$ cat src/rtl/video_timing_gen_if.sv
// Configuration and timing-output bundle for video_timing_gen.
// cfg_load is a one-cycle strobe with no back-pressure: it is always sampled, and the
// outcome is reported one cycle later as cfg_pending (accepted) or a cfg_err pulse (rejected).
interface video_timing_gen_if #(
  parameter int X_W  = 12,
  parameter int Y_W  = 11,
  parameter int FC_W = 16
);
  logic            cfg_load;
  logic [X_W-1:0]  cfg_h_active;
  logic [X_W-1:0]  cfg_h_fp;
  logic [X_W-1:0]  cfg_h_sync;
  logic [X_W-1:0]  cfg_h_bp;
  logic [Y_W-1:0]  cfg_v_active;
  logic [Y_W-1:0]  cfg_v_fp;
  logic [Y_W-1:0]  cfg_v_sync;
  logic [Y_W-1:0]  cfg_v_bp;
  logic            cfg_hs_pol;
  logic            cfg_vs_pol;
  logic            cfg_pending;
  logic            cfg_err;
  logic [X_W-1:0]  counterX;
  logic [Y_W-1:0]  counterY;
  logic            de;
  logic            hsync;
  logic            vsync;
  logic            line_start;
  logic            frame_start;
  logic [FC_W-1:0] frame_count;

  modport master (
    output cfg_load, cfg_h_active, cfg_h_fp, cfg_h_sync, cfg_h_bp,
           cfg_v_active, cfg_v_fp, cfg_v_sync, cfg_v_bp, cfg_hs_pol, cfg_vs_pol,
    input  cfg_pending, cfg_err, counterX, counterY, de, hsync, vsync,
           line_start, frame_start, frame_count
  );

  modport slave (
    input  cfg_load, cfg_h_active, cfg_h_fp, cfg_h_sync, cfg_h_bp,
           cfg_v_active, cfg_v_fp, cfg_v_sync, cfg_v_bp, cfg_hs_pol, cfg_vs_pol,
    output cfg_pending, cfg_err, counterX, counterY, de, hsync, vsync,
           line_start, frame_start, frame_count
  );
endinterface

$ cat src/rtl/video_timing_gen.sv
// Runtime-reprogrammable video timing generator: pixel/line counters, DE, syncs, strobes,
// frame counter. New timings are staged in a shadow set and swapped in at the frame wrap.
module video_timing_gen #(
  parameter int X_W      = 12,
  parameter int Y_W      = 11,
  parameter int FC_W     = 16,
  parameter int H_ACTIVE = 1280,
  parameter int H_FP     = 110,
  parameter int H_SYNC   = 40,
  parameter int H_BP     = 220,
  parameter int V_ACTIVE = 720,
  parameter int V_FP     = 5,
  parameter int V_SYNC   = 5,
  parameter int V_BP     = 20,
  parameter int HS_POL   = 1,
  parameter int VS_POL   = 1
) (
  input  logic            clk_pix,
  input  logic            rst,
  video_timing_gen_if.slave bus
);

  // Two spare bits so a sum of four maximal fields can never alias into range.
  localparam int XT = X_W + 2;
  localparam int YT = Y_W + 2;

  localparam logic [X_W-1:0] X_RST = X_W'(H_ACTIVE + H_FP + H_SYNC + H_BP - 1);
  localparam logic [Y_W-1:0] Y_RST = Y_W'(V_ACTIVE + V_FP + V_SYNC + V_BP - 1);

  typedef struct packed {
    logic [X_W-1:0] h_act;
    logic [X_W-1:0] h_fp;
    logic [X_W-1:0] h_sync;
    logic [X_W-1:0] h_bp;
    logic [Y_W-1:0] v_act;
    logic [Y_W-1:0] v_fp;
    logic [Y_W-1:0] v_sync;
    logic [Y_W-1:0] v_bp;
    logic           hs_pol;
    logic           vs_pol;
  } timing_t;

  function automatic timing_t reset_timing();
    timing_t t;
    t.h_act  = X_W'(H_ACTIVE);
    t.h_fp   = X_W'(H_FP);
    t.h_sync = X_W'(H_SYNC);
    t.h_bp   = X_W'(H_BP);
    t.v_act  = Y_W'(V_ACTIVE);
    t.v_fp   = Y_W'(V_FP);
    t.v_sync = Y_W'(V_SYNC);
    t.v_bp   = Y_W'(V_BP);
    t.hs_pol = 1'(HS_POL);
    t.vs_pol = 1'(VS_POL);
    return t;
  endfunction

  function automatic logic [XT-1:0] h_total(timing_t t);
    return XT'(t.h_act) + XT'(t.h_fp) + XT'(t.h_sync) + XT'(t.h_bp);
  endfunction

  function automatic logic [YT-1:0] v_total(timing_t t);
    return YT'(t.v_act) + YT'(t.v_fp) + YT'(t.v_sync) + YT'(t.v_bp);
  endfunction

  timing_t         cur_t;
  timing_t         shd_t;
  timing_t         nxt_t;
  timing_t         cfg_t;
  logic [X_W-1:0]  counter_x;
  logic [Y_W-1:0]  counter_y;
  logic [X_W-1:0]  nx;
  logic [Y_W-1:0]  ny;
  logic [XT-1:0]   cur_hlast;
  logic [YT-1:0]   cur_vlast;
  logic [XT-1:0]   cfg_htot;
  logic [YT-1:0]   cfg_vtot;
  logic [XT-1:0]   hs_lo;
  logic [XT-1:0]   hs_hi;
  logic [YT-1:0]   vs_lo;
  logic [YT-1:0]   vs_hi;
  logic            eol;
  logic            eof;
  logic            wrap;
  logic            apply;
  logic            cfg_ok;
  logic            de_n;
  logic            hs_n;
  logic            vs_n;
  logic            pending_q;
  logic            err_q;
  logic            de_q;
  logic            hs_q;
  logic            vs_q;
  logic            ls_q;
  logic            fs_q;
  logic [FC_W-1:0] fc_q;

  always_comb begin
    cfg_t        = '0;
    cfg_t.h_act  = bus.cfg_h_active;
    cfg_t.h_fp   = bus.cfg_h_fp;
    cfg_t.h_sync = bus.cfg_h_sync;
    cfg_t.h_bp   = bus.cfg_h_bp;
    cfg_t.v_act  = bus.cfg_v_active;
    cfg_t.v_fp   = bus.cfg_v_fp;
    cfg_t.v_sync = bus.cfg_v_sync;
    cfg_t.v_bp   = bus.cfg_v_bp;
    cfg_t.hs_pol = bus.cfg_hs_pol;
    cfg_t.vs_pol = bus.cfg_vs_pol;
  end

  assign cfg_htot = h_total(cfg_t);
  assign cfg_vtot = v_total(cfg_t);
  assign cfg_ok   = (cfg_t.h_act != '0) && (cfg_t.h_sync != '0) &&
                    (cfg_t.v_act != '0) && (cfg_t.v_sync != '0) &&
                    (cfg_htot[XT-1:X_W] == '0) && (cfg_vtot[YT-1:Y_W] == '0);

  assign cur_hlast = h_total(cur_t) - XT'(1);
  assign cur_vlast = v_total(cur_t) - YT'(1);
  assign eol       = (XT'(counter_x) == cur_hlast);
  assign eof       = (YT'(counter_y) == cur_vlast);
  assign wrap      = eol && eof;
  assign apply     = wrap && pending_q;

  // Outputs are computed for the position entering the counters, using the timing that
  // will be live there, so the (0,0) pixel after an apply already sees the new set.
  assign nxt_t = apply ? shd_t : cur_t;
  assign nx    = eol ? '0 : counter_x + X_W'(1);
  assign ny    = eol ? (eof ? '0 : counter_y + Y_W'(1)) : counter_y;

  assign hs_lo = XT'(nxt_t.h_act) + XT'(nxt_t.h_fp);
  assign hs_hi = hs_lo + XT'(nxt_t.h_sync);
  assign vs_lo = YT'(nxt_t.v_act) + YT'(nxt_t.v_fp);
  assign vs_hi = vs_lo + YT'(nxt_t.v_sync);

  assign de_n = (nx < nxt_t.h_act) && (ny < nxt_t.v_act);
  assign hs_n = ((XT'(nx) >= hs_lo) && (XT'(nx) < hs_hi)) ? nxt_t.hs_pol : !nxt_t.hs_pol;
  assign vs_n = ((YT'(ny) >= vs_lo) && (YT'(ny) < vs_hi)) ? nxt_t.vs_pol : !nxt_t.vs_pol;

  always_ff @(posedge clk_pix) begin
    if (rst) begin
      cur_t     <= reset_timing();
      shd_t     <= reset_timing();
      pending_q <= 1'b0;
      err_q     <= 1'b0;
      counter_x <= X_RST;
      counter_y <= Y_RST;
      de_q      <= 1'b0;
      hs_q      <= !1'(HS_POL);
      vs_q      <= !1'(VS_POL);
      ls_q      <= 1'b0;
      fs_q      <= 1'b0;
      fc_q      <= '0;
    end else begin
      counter_x <= nx;
      counter_y <= ny;
      de_q      <= de_n;
      hs_q      <= hs_n;
      vs_q      <= vs_n;
      ls_q      <= (nx == '0);
      fs_q      <= wrap;
      if (wrap) fc_q <= fc_q + FC_W'(1);
      if (apply) begin
        cur_t     <= shd_t;
        pending_q <= 1'b0;
      end
      // A load on the wrap edge lands after the apply, so it stays pending for a frame.
      err_q <= 1'b0;
      if (bus.cfg_load) begin
        if (cfg_ok) begin
          shd_t     <= cfg_t;
          pending_q <= 1'b1;
        end else begin
          err_q <= 1'b1;
        end
      end
    end
  end

  assign bus.cfg_pending = pending_q;
  assign bus.cfg_err     = err_q;
  assign bus.counterX    = counter_x;
  assign bus.counterY    = counter_y;
  assign bus.de          = de_q;
  assign bus.hsync       = hs_q;
  assign bus.vsync       = vs_q;
  assign bus.line_start  = ls_q;
  assign bus.frame_start = fs_q;
  assign bus.frame_count = fc_q;

endmodule
$ cat src/flat_wrapper.sv
// flat-port wrapper written by rule: the top's interface ports become plain ports
module video_timing_gen_flat 
#(
  parameter int X_W      = 12,
  parameter int Y_W      = 11,
  parameter int FC_W     = 16,
  parameter int H_ACTIVE = 1280,
  parameter int H_FP     = 110,
  parameter int H_SYNC   = 40,
  parameter int H_BP     = 220,
  parameter int V_ACTIVE = 720,
  parameter int V_FP     = 5,
  parameter int V_SYNC   = 5,
  parameter int V_BP     = 20,
  parameter int HS_POL   = 1,
  parameter int VS_POL   = 1
)
  (clk_pix, rst, bus_cfg_load, bus_cfg_h_active, bus_cfg_h_fp, bus_cfg_h_sync, bus_cfg_h_bp, bus_cfg_v_active, bus_cfg_v_fp, bus_cfg_v_sync, bus_cfg_v_bp, bus_cfg_hs_pol, bus_cfg_vs_pol, bus_cfg_pending, bus_cfg_err, bus_counterX, bus_counterY, bus_de, bus_hsync, bus_vsync, bus_line_start, bus_frame_start, bus_frame_count);
  video_timing_gen_if #(.X_W(X_W), .Y_W(Y_W), .FC_W(FC_W)) bus_i ();
  input  logic clk_pix;
  input  logic rst;
  input wire logic [$bits(bus_i.cfg_load)-1:0] bus_cfg_load;
  input wire logic [$bits(bus_i.cfg_h_active)-1:0] bus_cfg_h_active;
  input wire logic [$bits(bus_i.cfg_h_fp)-1:0] bus_cfg_h_fp;
  input wire logic [$bits(bus_i.cfg_h_sync)-1:0] bus_cfg_h_sync;
  input wire logic [$bits(bus_i.cfg_h_bp)-1:0] bus_cfg_h_bp;
  input wire logic [$bits(bus_i.cfg_v_active)-1:0] bus_cfg_v_active;
  input wire logic [$bits(bus_i.cfg_v_fp)-1:0] bus_cfg_v_fp;
  input wire logic [$bits(bus_i.cfg_v_sync)-1:0] bus_cfg_v_sync;
  input wire logic [$bits(bus_i.cfg_v_bp)-1:0] bus_cfg_v_bp;
  input wire logic [$bits(bus_i.cfg_hs_pol)-1:0] bus_cfg_hs_pol;
  input wire logic [$bits(bus_i.cfg_vs_pol)-1:0] bus_cfg_vs_pol;
  output wire logic [$bits(bus_i.cfg_pending)-1:0] bus_cfg_pending;
  output wire logic [$bits(bus_i.cfg_err)-1:0] bus_cfg_err;
  output wire logic [$bits(bus_i.counterX)-1:0] bus_counterX;
  output wire logic [$bits(bus_i.counterY)-1:0] bus_counterY;
  output wire logic [$bits(bus_i.de)-1:0] bus_de;
  output wire logic [$bits(bus_i.hsync)-1:0] bus_hsync;
  output wire logic [$bits(bus_i.vsync)-1:0] bus_vsync;
  output wire logic [$bits(bus_i.line_start)-1:0] bus_line_start;
  output wire logic [$bits(bus_i.frame_start)-1:0] bus_frame_start;
  output wire logic [$bits(bus_i.frame_count)-1:0] bus_frame_count;
  assign bus_i.cfg_load = bus_cfg_load;
  assign bus_i.cfg_h_active = bus_cfg_h_active;
  assign bus_i.cfg_h_fp = bus_cfg_h_fp;
  assign bus_i.cfg_h_sync = bus_cfg_h_sync;
  assign bus_i.cfg_h_bp = bus_cfg_h_bp;
  assign bus_i.cfg_v_active = bus_cfg_v_active;
  assign bus_i.cfg_v_fp = bus_cfg_v_fp;
  assign bus_i.cfg_v_sync = bus_cfg_v_sync;
  assign bus_i.cfg_v_bp = bus_cfg_v_bp;
  assign bus_i.cfg_hs_pol = bus_cfg_hs_pol;
  assign bus_i.cfg_vs_pol = bus_cfg_vs_pol;
  assign bus_cfg_pending = bus_i.cfg_pending;
  assign bus_cfg_err = bus_i.cfg_err;
  assign bus_counterX = bus_i.counterX;
  assign bus_counterY = bus_i.counterY;
  assign bus_de = bus_i.de;
  assign bus_hsync = bus_i.hsync;
  assign bus_vsync = bus_i.vsync;
  assign bus_line_start = bus_i.line_start;
  assign bus_frame_start = bus_i.frame_start;
  assign bus_frame_count = bus_i.frame_count;
  video_timing_gen #(.X_W(X_W), .Y_W(Y_W), .FC_W(FC_W), .H_ACTIVE(H_ACTIVE), .H_FP(H_FP), .H_SYNC(H_SYNC), .H_BP(H_BP), .V_ACTIVE(V_ACTIVE), .V_FP(V_FP), .V_SYNC(V_SYNC), .V_BP(V_BP), .HS_POL(HS_POL), .VS_POL(VS_POL)) u_core (.clk_pix(clk_pix), .rst(rst), .bus(bus_i));
endmodule
$ cat config.mk
export PLATFORM = sky130hd
export DESIGN_NAME = video_timing_gen_flat
export DESIGN_NICKNAME = d
export VERILOG_FILES = /design/src/rtl/video_timing_gen_if.sv /design/src/rtl/video_timing_gen.sv /design/src/flat_wrapper.sv
export SDC_FILE = /design/constraint.sdc
export NUM_CORES = 1
export LEC_CHECK = 0
export CORE_MARGIN = 8
export CORE_UTILIZATION = 45
export DETAILED_ROUTE_END_ITERATION = 6
export SKIP_CTS_REPAIR_TIMING = 1
export SLEW_MARGIN = 20
export SYNTH_ARGS = -nofsm -noshare
export SYNTH_HDL_FRONTEND = slang
export SYNTH_SLANG_ARGS = --single-unit
$ cat constraint.sdc
create_clock -name clk_pix -period 12.37 [get_ports clk_pix]
set_input_delay 1.8555 -clock clk_pix [delete_from_list [all_inputs] [get_ports clk_pix]]
set_output_delay 1.8555 -clock clk_pix [all_outputs]
set_load 0.05 [all_outputs]
Word level (Yosys, flattened, before mapping) --
Index checks and enable logic that the tools add are counted.
Word-level totals: logic and storage cells 91, output and inout bits 46, register bits 234, bits of input ports 97
Cells by class: reductions and logical operators 21, $lt $le $gt $ge 6, mux-type cells 10, $add $sub $neg 21, bitwise operators 1, eq/ne operators 2
Operators with widths (count):
- 94-bit two-way mux | 1
- 14-bit by 12-bit adder with 14-bit output | 5
- 13-bit by 11-bit adder with 13-bit output | 5
- 12-bit by 12-bit adder with 13-bit output | 3
- 11-bit by 11-bit adder with 12-bit output | 3
- 12-bit nonzero test | 2
- 11-bit two-way mux | 2
- 11-bit nonzero test | 2
- 16-bit by 1-bit adder with 16-bit output (second input constant) | 1
- 12-bit by 14-bit equality test with 1-bit output | 1
- 12-bit by 14-bit greater-or-equal comparator with 1-bit output | 1
- 12-bit by 14-bit less-than comparator with 1-bit output | 1
- 14-bit by 1-bit subtractor with 14-bit output (second input constant) | 1
- 11-bit by 13-bit equality test with 1-bit output | 1
- 11-bit by 13-bit greater-or-equal comparator with 1-bit output | 1
- 11-bit by 13-bit less-than comparator with 1-bit output | 1
- 13-bit by 1-bit subtractor with 13-bit output (second input constant) | 1
- 12-bit by 1-bit adder with 12-bit output (second input constant) | 1
- 12-bit logical NOT | 1
- 12-bit less-than comparator | 1
- 12-bit two-way mux | 1
- 11-bit by 1-bit adder with 11-bit output (second input constant) | 1
- 11-bit less-than comparator | 1
- 1-bit logical AND | 10
- other kinds (6) | 13

Logic depth before layout (Yosys ltp) --
word-level depth 13, gate-level depth with buffers 53, gate-level depth less buffers 49

Least setup slack after synthesis --
Ideal clock, no wire load.
path type flip-flop to flip-flop, start register u_core.cur_t[82] (netlist name), end register u_core.hs_q, in the netlist u_core.bus.hsync, arrival 9.746 ns, setup time 0.132 ns, required time 12.238 ns, cell stages (with the launch flop) 51, buffers on the path 3, clock period less this slack 9.878 ns, setup slack 2.492 ns, cell sequence dfxtp_1 ha_1 inv_1 fa_1 nor2b_1 o21ai_0 a21boi_0 o21ai_0 a21oi_1 o21a_1 o21ai_0 nor4b_1 a311oi_1 ha_1 inv_1 fa_1 ha_1 xnor2_1 [15 not listed] a21oi_1 nor2b_1 o21a_1 o31a_1 o41ai_1 xnor2_1 ha_1 inv_1 o311ai_0 nor3_1 ha_1 nand4_1 nor2_1 nand2_1 a311o_1 a311oi_1 a211o_1 a21oi_1
RTL lines:
- from (decl) | line video_timing_gen.sv:66 | timing_t cur_t;
- from (signal assigned) | line video_timing_gen.sv:143 | cur_t <= reset_timing();
- from (signal assigned) | line video_timing_gen.sv:165 | cur_t <= shd_t;
- to (signal assigned) | line video_timing_gen.sv:150 | hs_q <= !1'(HS_POL);
- to (signal assigned) | line video_timing_gen.sv:159 | hs_q <= hs_n;
- to (decl) | line video_timing_gen.sv:93 | logic hs_q;

==> flow_metrics.py <==
metrics = {
    "outcome": {
        "outcome": "completed",
    },
    "yosys": {
        "async_reset_ff_share_pct": 0,
        "synthTopCellsByArea": "dfxtp_1 26%, ha_1 17%, mux2i_1 6.1%",
        "synth_edf_count": 0,
        "synth_area_um2": 17800,
        "synth-seq-cells": 234,
        "ys.flop_type": "dfxtp_1",
        "ys_types": 66,
        "synth.net_count": 2409,
        "synth_common_cells": "258 x inv_1, 237 x ha_1, 234 x dfxtp_1, 163 x nor2_1, 127 x nand2_1",
        "synth_top_area_share_pct": 26.4,
        "synth_seq_area_share_pct": 26.4,
        "synthMostInstantiatedCell": "inv_1",
        "yosysWarnings": 0,
        "synth.avg_cell_area_um2": 8.78,
        "synthCells": 2023,
        "synth_top_cell_by_area": "dfxtp_1",
    },
    "global_routing": {
        "grt-ovfl-total": 0,
        "grt_most_used_layer": "met2",
        "antenna_found_initial": 0,
        "grt_pass1_vias": 14600,
        "use_met3_pct": 2.13,
        "track_usage_pct": 21.7,
        "grt_util_met2_pct": 40.9,
        "use_met1_pct": 25.8,
        "grt_pass1_wl_mm": 80.8,
        "grt_max_degree": 83,
    },
    "setup_path": {
        "cp-startpoint": "u_core.cur_t[82]$_SDFF_PP0_",
        "max_stage_delay_ps": 640,
        "worstSetupPathType": "reg2reg",
        "cp_max_fo": 38,
        "required_ps": 12860,
        "start_kind": "flip-flop",
        "slowest_stage": "o41ai_1",
        "reg2reg_depth": 46,
        "r2r_start": "u_core.cur_t[82]$_SDFF_PP0_",
        "reg2reg_to": "u_core.bus.vsync$_SDFF_PP0_",
        "ff2ff_setup_slack_ps": 1180,
        "critPathArrivalTime_ps": 11690,
        "worstSetupEndpointType": "flip-flop",
    },
    "power_and_ir_drop": {
        "p_leak_nw": 9.34,
        "power_density_nw_per_um2": 144,
        "p_int_w": 0.00186,
        "comb_power_share_pct": 39.0,
        "ir_drop_uv": 161,
        "netSwitchingFraction_pct": 37.7,
        "seq_power_share_pct": 28.8,
        "clkPwrFrac_pct": 32.2,
        "p_switching_w": 0.00113,
    },
    "floorplan": {
        "die_w_um": 215,
        "core_um2": 38800,
        "dieArea_um2": 46100,
        "start_util_pct": 45.7,
        "pin_count": 143,
        "die_h_um": 215,
        "num_rows": 72,
    },
    "timing": {
        "setup_viol": 0,
        "tns_ps": 0,
        "finalHoldViolations": 0,
        "rsz0062_at_grt": "false",
        "period_share_pct": 90.5,
        "worst_pin_slew_ps": 1200,
        "period_minus_slack_ps": 11190,
        "clock_skew_ps": 17.1,
        "holdWs_ps": 452,
        "max_freq_ghz": 0.0893,
        "drv_slew": 0,
        "maxSlewHeadroom_pct": 17.8,
    },
    "finish": {
        "diodes": 0,
        "finalNonFillerCells": 2684,
        "fin_nets": 2532,
        "area_growth_pct": 16.8,
        "fill_cells": 3568,
        "drive_gt1_share_pct": 6.42,
    },
    "route": {
        "first_pass_iters": 5,
        "drt_iter0_markers": 659,
        "wl_per_cell_um": 19.1,
        "drcViolationCount": 0,
        "postRouteWirelength_mm": 51.2,
        "ant_nets": 0,
        "vias": 14300,
        "drt-vias-per-instance": 5.32,
    },
    "run": {
        "max-cap-violations": 0,
    },
    "clock_tree": {
        "clockBufferDepth": 3,
        "clk_latency_ps": 560,
        "cts_sinks": 234,
        "clk_pin_slew_worst_paths_ps": 60,
        "clock-root-buffer": "clkbuf_16",
        "numCtsBuffers": 29,
        "cts_tree": "done",
        "htreeDepth": 1,
    },
    "place": {
        "post-place-cells": 2633,
        "gp_congestion": 0.920,
        "dp_hpwl_mm": 41.4,
        "numPortBuffers": 142,
    },
    "worst_hold_path": {
        "hold_depth": 2,
        "hold_path_class": "reg2reg",
        "hold_end": "u_core.cur_t[9]$_SDFFE_PP0N_",
        "worstHoldStart": "u_core.cur_t[9]$_SDFFE_PP0N_",
    },
}
-- worst max-delay path: cells and delay by family, from the launching register on --
family / cells / cell delay [ps]
and+or+nand+nor: 8 / 1590
DFF: 1 / 370
muxes: 2 / 460
buffers and inverters: 5 / 930
AOI/OAI and AO/OA: 20 / 4500
adders and majority gates: 8 / 2670
xor gates and xnor gates: 3 / 560
-- cells in the final DEF, fill, tap and decap left out, types with 60 or more instances in the layout --
master,Yosys,final
inv_1,258,257
a21oi_1,113,112
o21ai_0,60,60
dfxtp_1,234,234
nor2_1,163,162
xnor2_1,69,69
nand2_1,127,127
ha_1,237,237
mux2i_1,108,108
clkdlybuf4s50_1,0,141
-- layout make-up --
type	count	area (um2)	area share [%]
multi-input combinational	1470	11900	57.2
sequential	234	4680	22.6
clock buffer	32	757	3.65
inverter	258	968	4.67
clock inverter	19	319	1.54
tap	518	648	3.12
timing repair buffer	153	1510	7.26
-- routing by layer --
| metal | routed length (um) | up-vias |
|---|---|---|
| li1 | - | 7159 |
| met1 | 21800 | 6852 |
| met2 | 26600 | 201 |
| met3 | 1310 | 75 |
| met4 | 1440 | 0 |
| met5 | 0 | - |
-- registers in the layout, summed over array words and instances (netlist names) --
name,count
u_core.cur_t,94
u_core.shd_t,94
u_core.bus.frame_count,16
u_core.bus.counterX,12
u_core.bus.counterY,11
u_core.bus.cfg_err,1
u_core.bus.cfg_pending,1
u_core.bus.de,1
u_core.bus.frame_start,1
u_core.bus.hsync,1
u_core.bus.line_start,1
u_core.bus.vsync,1
-- power by group through the flow --
stage	clock network [W]	logic, W	registers (W)
floorplan	0	0.000696	0.000933
global placement	0	0.00113	0.000878
detailed placement	0	0.00116	0.000879
CTS	0.000985	0.00116	0.000862
global route	0.00101	0.00129	0.000866
finish	0.000963	0.00116	0.000861
-- logic make-up after synthesis --
logic type | after synthesis | synth area share [%]
AO/OA/AOI/OAI | 331 | 11.9
adder cells (fa/ha/maj) | 289 | 22.6
buffers and inverters | 319 | 7.07
AND/OR/NAND/NOR | 553 | 15.3
multiplexers | 174 | 10.7
XOR/XNOR | 123 | 6.07
flip-flops | 234 | 26.4
-- through the flow --
stage	setup slack [ps]	total power [W]	instance area (um2)	util [%]
6_report	1180	0.00299	20700	53.4
5_1_grt	161	0.00317	20700	53.4
4_1_cts	819	0.00301	20700	53.4
3_5_place_dp	873	0.00203	19700	50.6
3_3_place_gp	1130	0.00201	19700	50.6
2_1_floorplan	2490	0.00163	17800	-
-- worst max path at each step --
stage / endpoint / cells after the start
2_1_floorplan: u_core.bus.hsync$_SDFF_PP0_ / 50
3_5_place_dp: u_core.bus.hsync$_SDFF_PP0_ / 47
3_3_place_gp: u_core.bus.hsync$_SDFF_PP0_ / 49
4_1_cts: u_core.bus.hsync$_SDFF_PP0_ / 47
6_report: u_core.bus.vsync$_SDFF_PP0_ / 46
5_1_grt: u_core.bus.vsync$_SDFF_PP0_ / 46
Note: power is estimated with default switching activity, not from simulation.
